## src/rtl/score_pulse_gen_pkg.sv

```systemverilog
// Shared playfield geometry and FSM state type for the score path.
// Used by score_pulse_gen, the collision detector and the pipe scroller.
package score_pkg;

    localparam int unsigned COL_W_DEF    = 4;
    localparam int unsigned BIRD_COL_DEF = 4;
    localparam int unsigned PIPE_W_DEF   = 2;
    localparam int unsigned COUNT_W_DEF  = 8;
    localparam int unsigned STRETCH_DEF  = 4;

    typedef enum logic [2:0] {
        IDLE,
        APPROACH,
        OVERLAP,
        CLEARED,
        DEAD
    } state_t;

endpackage

```

## src/rtl/score_pulse_gen_pulse_stretch.sv

```systemverilog
// Holds led high for STRETCH cycles after each pulse; a new pulse reloads the hold.
module pulse_stretch
    import score_pkg::*;
#(
    parameter int unsigned STRETCH = STRETCH_DEF
) (
    input  logic Clock,
    input  logic RST,
    input  logic pulse,
    output logic led
);

    localparam int unsigned CNT_W = $clog2(STRETCH + 1);

    logic [CNT_W-1:0] cnt;

    // led goes high with the pulse and drops once the count has run out
    always_ff @(posedge Clock) begin
        if (RST) begin
            cnt <= '0;
            led <= 1'b0;
        end else if (pulse) begin
            cnt <= CNT_W'(STRETCH);
            led <= 1'b1;
        end else begin
            if (cnt != '0) begin
                cnt <= cnt - CNT_W'(1);
            end
            led <= (cnt > CNT_W'(1));
        end
    end

endmodule

```

## src/rtl/score_pulse_gen.sv

```systemverilog
// Scoreboard feeder: one counter2 pulse per cleanly passed pipe, game-over latch, pass count.
// Optional SCORE_LED_STRETCH_EN drives a stretched score_led; otherwise score_led is 0.
module score_pulse_gen
    import score_pkg::*;
#(
    parameter int unsigned COL_W    = COL_W_DEF,
    parameter int unsigned BIRD_COL = BIRD_COL_DEF,
    parameter int unsigned PIPE_W   = PIPE_W_DEF,
    parameter int unsigned COUNT_W  = COUNT_W_DEF,
    parameter int unsigned STRETCH  = STRETCH_DEF
) (
    input  logic               Clock,
    input  logic               RST,
    input  logic               game_active,
    input  logic               pipe_valid,
    input  logic [COL_W-1:0]   pipe_col,
    input  logic               collision,
    output logic               counter2,
    output logic               game_over,
    output logic [COUNT_W-1:0] pipes_passed,
    output logic               score_led
);

    localparam int unsigned CW = COL_W + 1;
    localparam logic [CW-1:0] BIRD_X   = CW'(BIRD_COL);
    localparam logic [CW-1:0] PASS_MAX = CW'(BIRD_COL - PIPE_W);

    logic [CW-1:0] col_x;
    logic          ahead_c;
    logic          overlap_c;
    logic          passed_c;
    logic          run_c;
    logic          score_c;
    state_t        state;
    state_t        state_nxt;

    assign col_x     = {1'b0, pipe_col};
    assign ahead_c   = (col_x > BIRD_X);
    assign overlap_c = (col_x > PASS_MAX) && (col_x <= BIRD_X);
    assign passed_c  = (col_x <= PASS_MAX);
    assign run_c     = game_active & pipe_valid;

    always_ff @(posedge Clock) begin
        if (RST) begin
            state <= IDLE;
        end else begin
            state <= state_nxt;
        end
    end

    // Collision beats a pause, which beats any region-driven move
    always_comb begin
        state_nxt = state;
        score_c   = 1'b0;
        case (state)
            IDLE: begin
                if (run_c && ahead_c) begin
                    state_nxt = APPROACH;
                end
            end
            APPROACH, OVERLAP, CLEARED: begin
                if (collision) begin
                    state_nxt = DEAD;
                end else if (!run_c) begin
                    state_nxt = IDLE;
                end else if (state == APPROACH) begin
                    if (overlap_c) begin
                        state_nxt = OVERLAP;
                    end
                end else if (state == OVERLAP) begin
                    if (passed_c) begin
                        state_nxt = CLEARED;
                        score_c   = 1'b1;
                    end else if (ahead_c) begin
                        state_nxt = APPROACH;
                    end
                end else if (ahead_c) begin
                    state_nxt = APPROACH;
                end
            end
            DEAD: begin
                state_nxt = DEAD;
            end
            default: begin
                state_nxt = IDLE;
            end
        endcase
    end

    // game_over tracks the state being entered so it is high for exactly the DEAD cycles
    always_ff @(posedge Clock) begin
        if (RST) begin
            counter2     <= 1'b0;
            game_over    <= 1'b0;
            pipes_passed <= '0;
        end else begin
            counter2  <= score_c;
            game_over <= (state_nxt == DEAD);
            if (score_c && (pipes_passed != '1)) begin
                pipes_passed <= pipes_passed + COUNT_W'(1);
            end
        end
    end

`ifdef SCORE_LED_STRETCH_EN
    pulse_stretch #(
        .STRETCH(STRETCH)
    ) u_pulse_stretch (
        .Clock(Clock),
        .RST  (RST),
        .pulse(score_c),
        .led  (score_led)
    );
`else
    logic unused_stretch_c;
    assign unused_stretch_c = |32'(STRETCH);
    assign score_led        = 1'b0;
`endif

endmodule

```

## config.mk

```make
export PLATFORM = sky130hd
export DESIGN_NAME = score_pulse_gen
export DESIGN_NICKNAME = d
export VERILOG_FILES = /design/src/rtl/score_pulse_gen_pkg.sv /design/src/rtl/score_pulse_gen_pulse_stretch.sv /design/src/rtl/score_pulse_gen.sv
export SDC_FILE = /design/constraint.sdc
export NUM_CORES = 1
export LEC_CHECK = 0
export ABC_AREA = 1
export CORE_UTILIZATION = 50
export CTS_BUF_LIST = sky130_fd_sc_hd__clkbuf_8 sky130_fd_sc_hd__clkbuf_16
export DETAILED_ROUTE_END_ITERATION = 7
export HOLD_SLACK_MARGIN = 0.1
export PLACE_DENSITY = 0.86
export SLEW_MARGIN = 30
export SYNTH_ARGS = -nofsm -noshare
export SYNTH_HDL_FRONTEND = slang
export SYNTH_SLANG_ARGS = --single-unit
```

## constraint.sdc

```tcl
create_clock -name Clock -period 4 [get_ports Clock]
set_input_delay 1 -clock Clock [delete_from_list [all_inputs] [get_ports Clock]]
set_output_delay 1 -clock Clock [all_outputs]
set_load 0.01 [all_outputs]
```

Yosys cells after proc, flatten, opt, wreduce, memory -nomap -nowiden
Cells that the tools add are included.
- order comparisons: 4
- equality and inequality tests: 6
- muxes and demuxes: 15
- bitwise gates (word level): 1
- reduce and logical (&&, ||, !) cells: 5
- add/subtract/negate cells: 1
- operators with widths (cell ; count):
    3-bit two-way mux ; 8
    3-bit one-hot mux with 3 select lines ; 1
    8-bit by 1-bit adder with 8-bit output, second input constant ; 1
    8-bit inequality test, second input constant ; 1
    3-bit by 2-bit equality test with 1-bit output, second input constant ; 2
    3-bit equality test, second input constant ; 2
    1-bit two-way mux ; 6
    4-bit by 2-bit > comparator with 1-bit output, second input constant ; 1
    4-bit by 3-bit > comparator with 1-bit output, second input constant ; 1
    4-bit by 2-bit less-or-equal comparator with 1-bit output, second input constant ; 1
    4-bit by 3-bit less-or-equal comparator with 1-bit output, second input constant ; 1
    3-bit by 1-bit equality test with 1-bit output, second input constant ; 1
    1-bit logical AND ; 3
    3-bit zero test ; 1
    3-bit OR reduction ; 1
    1-bit AND ; 1
- output and inout bits: 11
- word-level logic and storage cells: 36
- bits in registers: 13
- input bits: 9

Longest topological paths before layout
Gate-level depths: netlist of run 1.
- depth in word-level cells: 9
- gate-level depth with buffers: 8
- mapped depth without buffers: 8

Worst setup path after synthesis of run 1
Ideal clock, no wire load.
- kind: input to register
- from: in pipe_col[2]
- to: reg pipes_passed[5]
- stages on the path: 8
- arrival: 1.751 ns
- path buffers: 0
- data required time: 3.869 ns
- slack: 2.118 ns
- library setup time: 0.131 ns
- path through: nor2_1 -> nand2_1 -> inv_1 -> nand2_1 -> nor2_4 -> nand2_4 -> nand2_1 -> a21oi_2
- word-level cells in the longest chain between the ends: 8
- ends and longest elaborated chain (element ; RTL line ; source):
    start: declaration ; score_pulse_gen.sv:16 ; input logic [COL_W-1:0] pipe_col,
    4-bit by 2-bit less-or-equal comparator with 1-bit output ; score_pulse_gen.sv:40 ; assign passed_c = (col_x <= PASS_MAX);
    1-bit two-way mux ; score_pulse_gen.sv:71 ; if (passed_c) begin
    1-bit two-way mux ; score_pulse_gen.sv:70 ; end else if (state == OVERLAP) begin
    1-bit two-way mux ; score_pulse_gen.sv:66 ; end else if (state == APPROACH) begin
    1-bit two-way mux ; score_pulse_gen.sv:64 ; end else if (!run_c) begin
    1-bit two-way mux ; score_pulse_gen.sv:62 ; if (collision) begin
    1-bit two-way mux ; score_pulse_gen.sv:55 ; case (state)
    1-bit logical AND ; score_pulse_gen.sv:99 ; if (score_c && (pipes_passed != '1)) begin
    end signal: assignment ; score_pulse_gen.sv:100 ; pipes_passed <= pipes_passed + COUNT_W'(1);
    end: declaration ; score_pulse_gen.sv:20 ; output logic [COUNT_W-1:0] pipes_passed,
No other way between the ends.
A chain may end at the register's enable or synchronous reset.

Worst setup path in the final report of run 1
- from: in pipe_col[2]
- to: reg pipes_passed[7]
Same word-level chain as after synthesis.

==> results.cfg, run 1 <==
[run_status]
status = completed

[detailed_routing]
drt_iter0_drc = 27
vias_per_cell = 5.47
ant_nets = 0
num_vias = 799
firstDrtPassIters = 6
drcViolationCount = 0
wl_per_cell_um = 12.1
wirelength_um = 1770

[yosys]
yosys.area.top_type = dfxtp_1
synthCells = 111
synth_warnings = 0
ys_ff_latch = 13
synthesis.nets = 121
synth-edff-count = 0
yosysTopAreaCellShare = 0.340
synthesis.area_sq_um = 764
synth.distinct_cells = 23
async_flop_share = 0
avgSynthCellArea_sq_um = 6.89
ys_seq_area_frac = 0.340
synthTopCellsByArea = dfxtp_1, nand2_1, nand3_1, inv_1, a21oi_1
ys_dominant_reg_cell = dfxtp_1

[global_route]
grt_pass1_wl_um = 2730
grtUsageMet1 = 0.269
antenna_found_initial = 0
grt_max_degree = 14
grt_overflow = 0
grt_util_met2 = 0.473
first_global_vias = 665
track_usage = 0.254
met3_usage = 0.0489
busiest_layer = met2

[floorplan]
die_x_um = 41.1
die_h_um = 41.1
io_pins = 20
dieArea_sq_um = 1690
core.rowCount = 13
initial_core_util = 0.560
core_area_sq_um = 1370

[hold_path]
hold_class = reg2reg

[finish]
antenna_cells = 0
register_area_sq_um = 260
layout-drive-gt1-share = 0.0840
multiInputGateArea_sq_um = 440
final.fill_count = 117
fin_nets = 142
syn_to_final_growth_pct = 30.4
final_area_sq_um = 997

[clock_network]
clockBufferDepth = 2
cts_tree = yes
cts_max_level = 1
cts_sinks = 13
cts.repair.resized = 0
cts_root_buf = clkbuf_8
cts_setup_buffers = 0
clkTransAtPathRegs_ns = 0.06
ctsHoldBuffers = 0
cts_buffers = 3
clk_latency_ns = 0.24

[timing]
skew_ns = 0.00536
period_needed_ns = 2.33
setup_violations = 0
fmax_mhz = 429
final_max_slew_viol_count = 0
fin_tns_setup_ns = 0
rsz0062_at_grt = no
final.period_utilization = 0.583
whs_ns = 0.524
hold_viol = 0

[setup_path]
cp.arrival_ns = 2.44
required_ns = 4.10
end_kind = flip-flop
r2r_slack_ns = 2.47
worstSetupPathType = in2reg
cp_max_fo = 9
start_kind = input port

[place]
portBuffers = 18
dp_hpwl_um = 1300
place_area_sq_um = 952
gp_congestion = 0.774

[power_and_ir_drop]
p_total_w = 0.000267
ir_drop_v = 0.000163
power.density_nw_per_um2 = 267
p_leak_nw = 0.397

[run]
cap_violations = 0
## worst max-delay path, stage by stage
cell,delay (ns)
clkdlybuf4s50_1,0.42
nor2_1,0.19
nand2_1,0.10
inv_1,0.08
nand2_1,0.12
nor2_4,0.24
nand2_4,0.12
nand2_1,0.09
a21oi_1,0.06
## metal layers
layer | vias to the layer above | wire length, um
met5 | - | 0
met4 | 0 | 21
met2 | 40 | 944
li1 | 396 | -
met3 | 4 | 94
met1 | 359 | 707
## sequential cells by signal (all words and copies together), names as in the netlist
| signal | count |
|---|---|
| state | 3 |
| pipes_passed | 8 |
| game_over | 1 |
| counter2 | 1 |
## cell usage after synthesis, types with 2 or more instances
library cell,n
nand2_1,29
nand3_1,14
xor2_1,2
nor2_4,3
nand3_2,2
inv_1,14
nand4_1,2
nor4_1,2
nor2_1,10
dfxtp_1,13
a21oi_1,8
## cells in the final DEF (no fill, tap or decap)
| cell type | n |
|---|---|
| nand2_1 | 29 |
| clkdlybuf4s50_1 | 18 |
| inv_1 | 15 |
| nand3_1 | 14 |
| dfxtp_1 | 13 |
| nor2_1 | 10 |
| a21oi_1 | 8 |
| nor2_4 | 3 |
| clkbuf_8 | 3 |
| nand3_2 | 2 |
| xor2_1 | 2 |
| nor4_1 | 2 |
| nand4_1 | 2 |
| nand3_4 | 1 |
| nand2_4 | 1 |
| nor3_1 | 1 |
| nand3b_1 | 1 |
| o21bai_1 | 1 |
| o21ai_0 | 1 |
| a21oi_2 | 1 |
| xnor2_1 | 1 |
| ha_1 | 1 |
| conb_1 | 1 |
## report_power, final
part           internal (W)  switching, W
Clock             0.0000677     0.0000465
Combinational     0.0000104     0.0000107
Sequential         0.000130   0.000000862
## worst paths after layout
kind                            depth (start not counted)             from               to
worst max register to register                          7  pipes_passed[0]  pipes_passed[2]
worst min-delay path                                    2  pipes_passed[1]  pipes_passed[1]
worst max-delay path                                    9      pipe_col[2]  pipes_passed[7]
worst min register to register                          2  pipes_passed[1]  pipes_passed[1]
## cell families after synthesis
group	after synthesis	share of synthesized area
AO/OA/AOI/OAI	11	0.0802
buffers and inverters	16	0.0835
AND/OR/NAND/NOR	66	0.440
other	1	0.00491
adder cells (fa/ha/maj)	1	0.0164
flip-flops	13	0.340
XOR/XNOR	3	0.0344
## stage by stage
step / setup WS [ns] / util / std cells
after floorplan: 2.12 / - / 111
after global placement: 1.62 / 0.697 / 142
after detailed placement: 1.49 / 0.697 / 142
after CTS: 1.70 / 0.730 / 146
after global routing: 1.58 / 0.730 / 146
final: 1.67 / 0.730 / 146
## area by class of cell
| cell class | instances | share of cell area |
|---|---|---|
| timing repair buffer | 18 | 0.181 |
| inverter | 14 | 0.0527 |
| multi-input combinational | 82 | 0.442 |
| sequential | 13 | 0.261 |
| clock buffer | 3 | 0.0414 |
| clock inverter | 1 | 0.00376 |
| tap | 15 | 0.0188 |
Power figures use the tool's default switching activity.
==> run 2, diff against run 1 <==
- CORE_UTILIZATION: 50 -> 42
- PLACE_DENSITY: 0.86 -> 0.77
- clock period: 4 -> 2.1 ns (I/O delays scaled with it)
==> results.cfg, run 2 (synthesis results as in run 1) <==
[power_and_ir_drop]
power.density_nw_per_um2 = 501
swShare = 0.215
p_leak_nw = 0.397
p_clk_frac = 0.430
power_frac_seq = 0.494
p_total_w = 0.000506
ir_drop_v = 0.000491
pwr-share-comb = 0.076
internal_power_w = 0.000397
p_switching_w = 0.000109

[clock_network]
clockBufferDepth = 2
cts_tree = yes
cts_setup_buffers = 0
clk_latency_ns = 0.24
cts.repair.resized = 0
ctsHoldBuffers = 0
cts_max_level = 1
cts_buffers = 3
cts_root_buf = clkbuf_8
cts_sinks = 13
clkTransAtPathRegs_ns = 0.05

[floorplan]
initial_core_util = 0.448
core.rowCount = 15
dieArea_sq_um = 1990
die_x_um = 44.7
io_pins = 20
die_h_um = 44.7
core_area_sq_um = 1710

[global_route]
grt_max_degree = 14
grt_pass1_wl_um = 2620
antenna_found_initial = 0
track_usage = 0.178
first_global_vias = 667
grt_overflow = 0

[setup_path]
slowest_stage = clkdlybuf4s50_1
cpPeakStageDelay_ns = 0.59
end_kind = output port
cp_max_fo = 6
cp_top_family = buffers and inverters
required_ns = 1.57
path_cells = clkdlybuf4s50_1
cp.arrival_ns = 1.29
worstSetupPathType = reg2out
start_kind = flip-flop
critPathBufInv = 1

[timing]
fin_tns_setup_ns = 0
hold_viol = 0
setup_violations = 0
final.period_utilization = 0.866
fmax_mhz = 550
final_max_slew_viol_count = 0
rsz0062_at_grt = no
skew_ns = 0.00134
period_needed_ns = 1.82

[finish]
reg_top3 = pipes_passed: 8 flops, state: 3 flops
largest_reg_flops = 8
final_common_cell = nand2_1
syn_to_final_growth_pct = 32.1
layout-drive-gt1-share = 0.0840
fin_util = 0.591
final.fill_count = 152
antenna_cells = 0
mostFrequentLayoutCells = nand2_1, clkdlybuf4s50_1, inv_1
fin_nets = 142
largest-register = pipes_passed

[detailed_routing]
wirelength_um = 1570
drt_iter0_drc = 14
num_vias = 764
ant_nets = 0
vias_per_cell = 4.90
drcViolationCount = 0
wl_per_cell_um = 10.0
firstDrtPassIters = 4

[place]
dp_hpwl_um = 1160
gp_congestion = 0.769
portBuffers = 18

[hold_path]
hold_class = reg2reg

[run_status]
status = completed

[run]
cap_violations = 0
==> run 2: layout make-up <==
type | instances | area [sq um] | area share
Clock buffer | 3 | 41.3 | 0.0409
Clock inverter | 1 | 3.75 | 0.00372
Inverter | 14 | 52.6 | 0.0520
Multi-Input combinational cell | 82 | 440 | 0.436
Sequential cell | 13 | 260 | 0.258
Tap cell | 25 | 31.3 | 0.0310
Timing Repair Buffer | 18 | 180 | 0.178
==> run 2: routing by layer <==
layer | up-vias | GRT usage | routed length, um
met1 | 337 | 0.205 | 669
met2 | 24 | 0.318 | 800
met3 | 2 | 0.0367 | 76
met4 | 0 | 0.0727 | 18
met5 | - | 0 | 0
li1 | 401 | - | -
==> run 2: metrics by stage <==
| step | hold WS [ns] | instances | area [sq um] | setup WS, ns |
|---|---|---|---|---|
| finish | 0.522 | 156 | 1010 | 0.281 |
| global route | 0.557 | 156 | 1010 | 0.222 |
| CTS | 0.521 | 156 | 1010 | 0.287 |
| detailed placement | 0.512 | 152 | 965 | 0.144 |
| global placement | 0.508 | 152 | 965 | 0.194 |
| floorplan | 0.510 | 111 | 764 | 0.693 |
==> run 2: worst paths after layout <==
check | start | end | slack (ns) | cells after the start
worst max register to register | pipes_passed[0] | pipes_passed[5] | 0.58 | 7
worst min register to register | pipes_passed[1] | pipes_passed[1] | 0.52 | 2
worst min-delay path | pipes_passed[1] | pipes_passed[1] | 0.52 | 2
worst max-delay path | pipes_passed[2] | pipes_passed[2] | 0.28 | 1
==> run 2: worst min-delay path, cell delays in order, from the launching register on <==
cell	delay, ns
dfxtp_1	0.34
nand2_1	0.08
a21oi_1	0.05
==> run 2: power groups by stage <==
stage | Sequential [W] | Clock [W] | Combinational, W
CTS | 0.000250 | 0.000222 | 0.0000384
global route | 0.000250 | 0.000237 | 0.0000430
detailed placement | 0.000255 | 0 | 0.0000382
finish | 0.000250 | 0.000218 | 0.0000384
global placement | 0.000255 | 0 | 0.0000375
floorplan | 0.000255 | 0 | 0.0000197
==> run 3, diff against run 2 <==
- GPL_ROUTABILITY_DRIVEN: unset -> 1
- TNS_END_PERCENT: unset -> 50
==> results of run 3 <==
The final DEF is identical to that of run 2; final timing and power are the same.
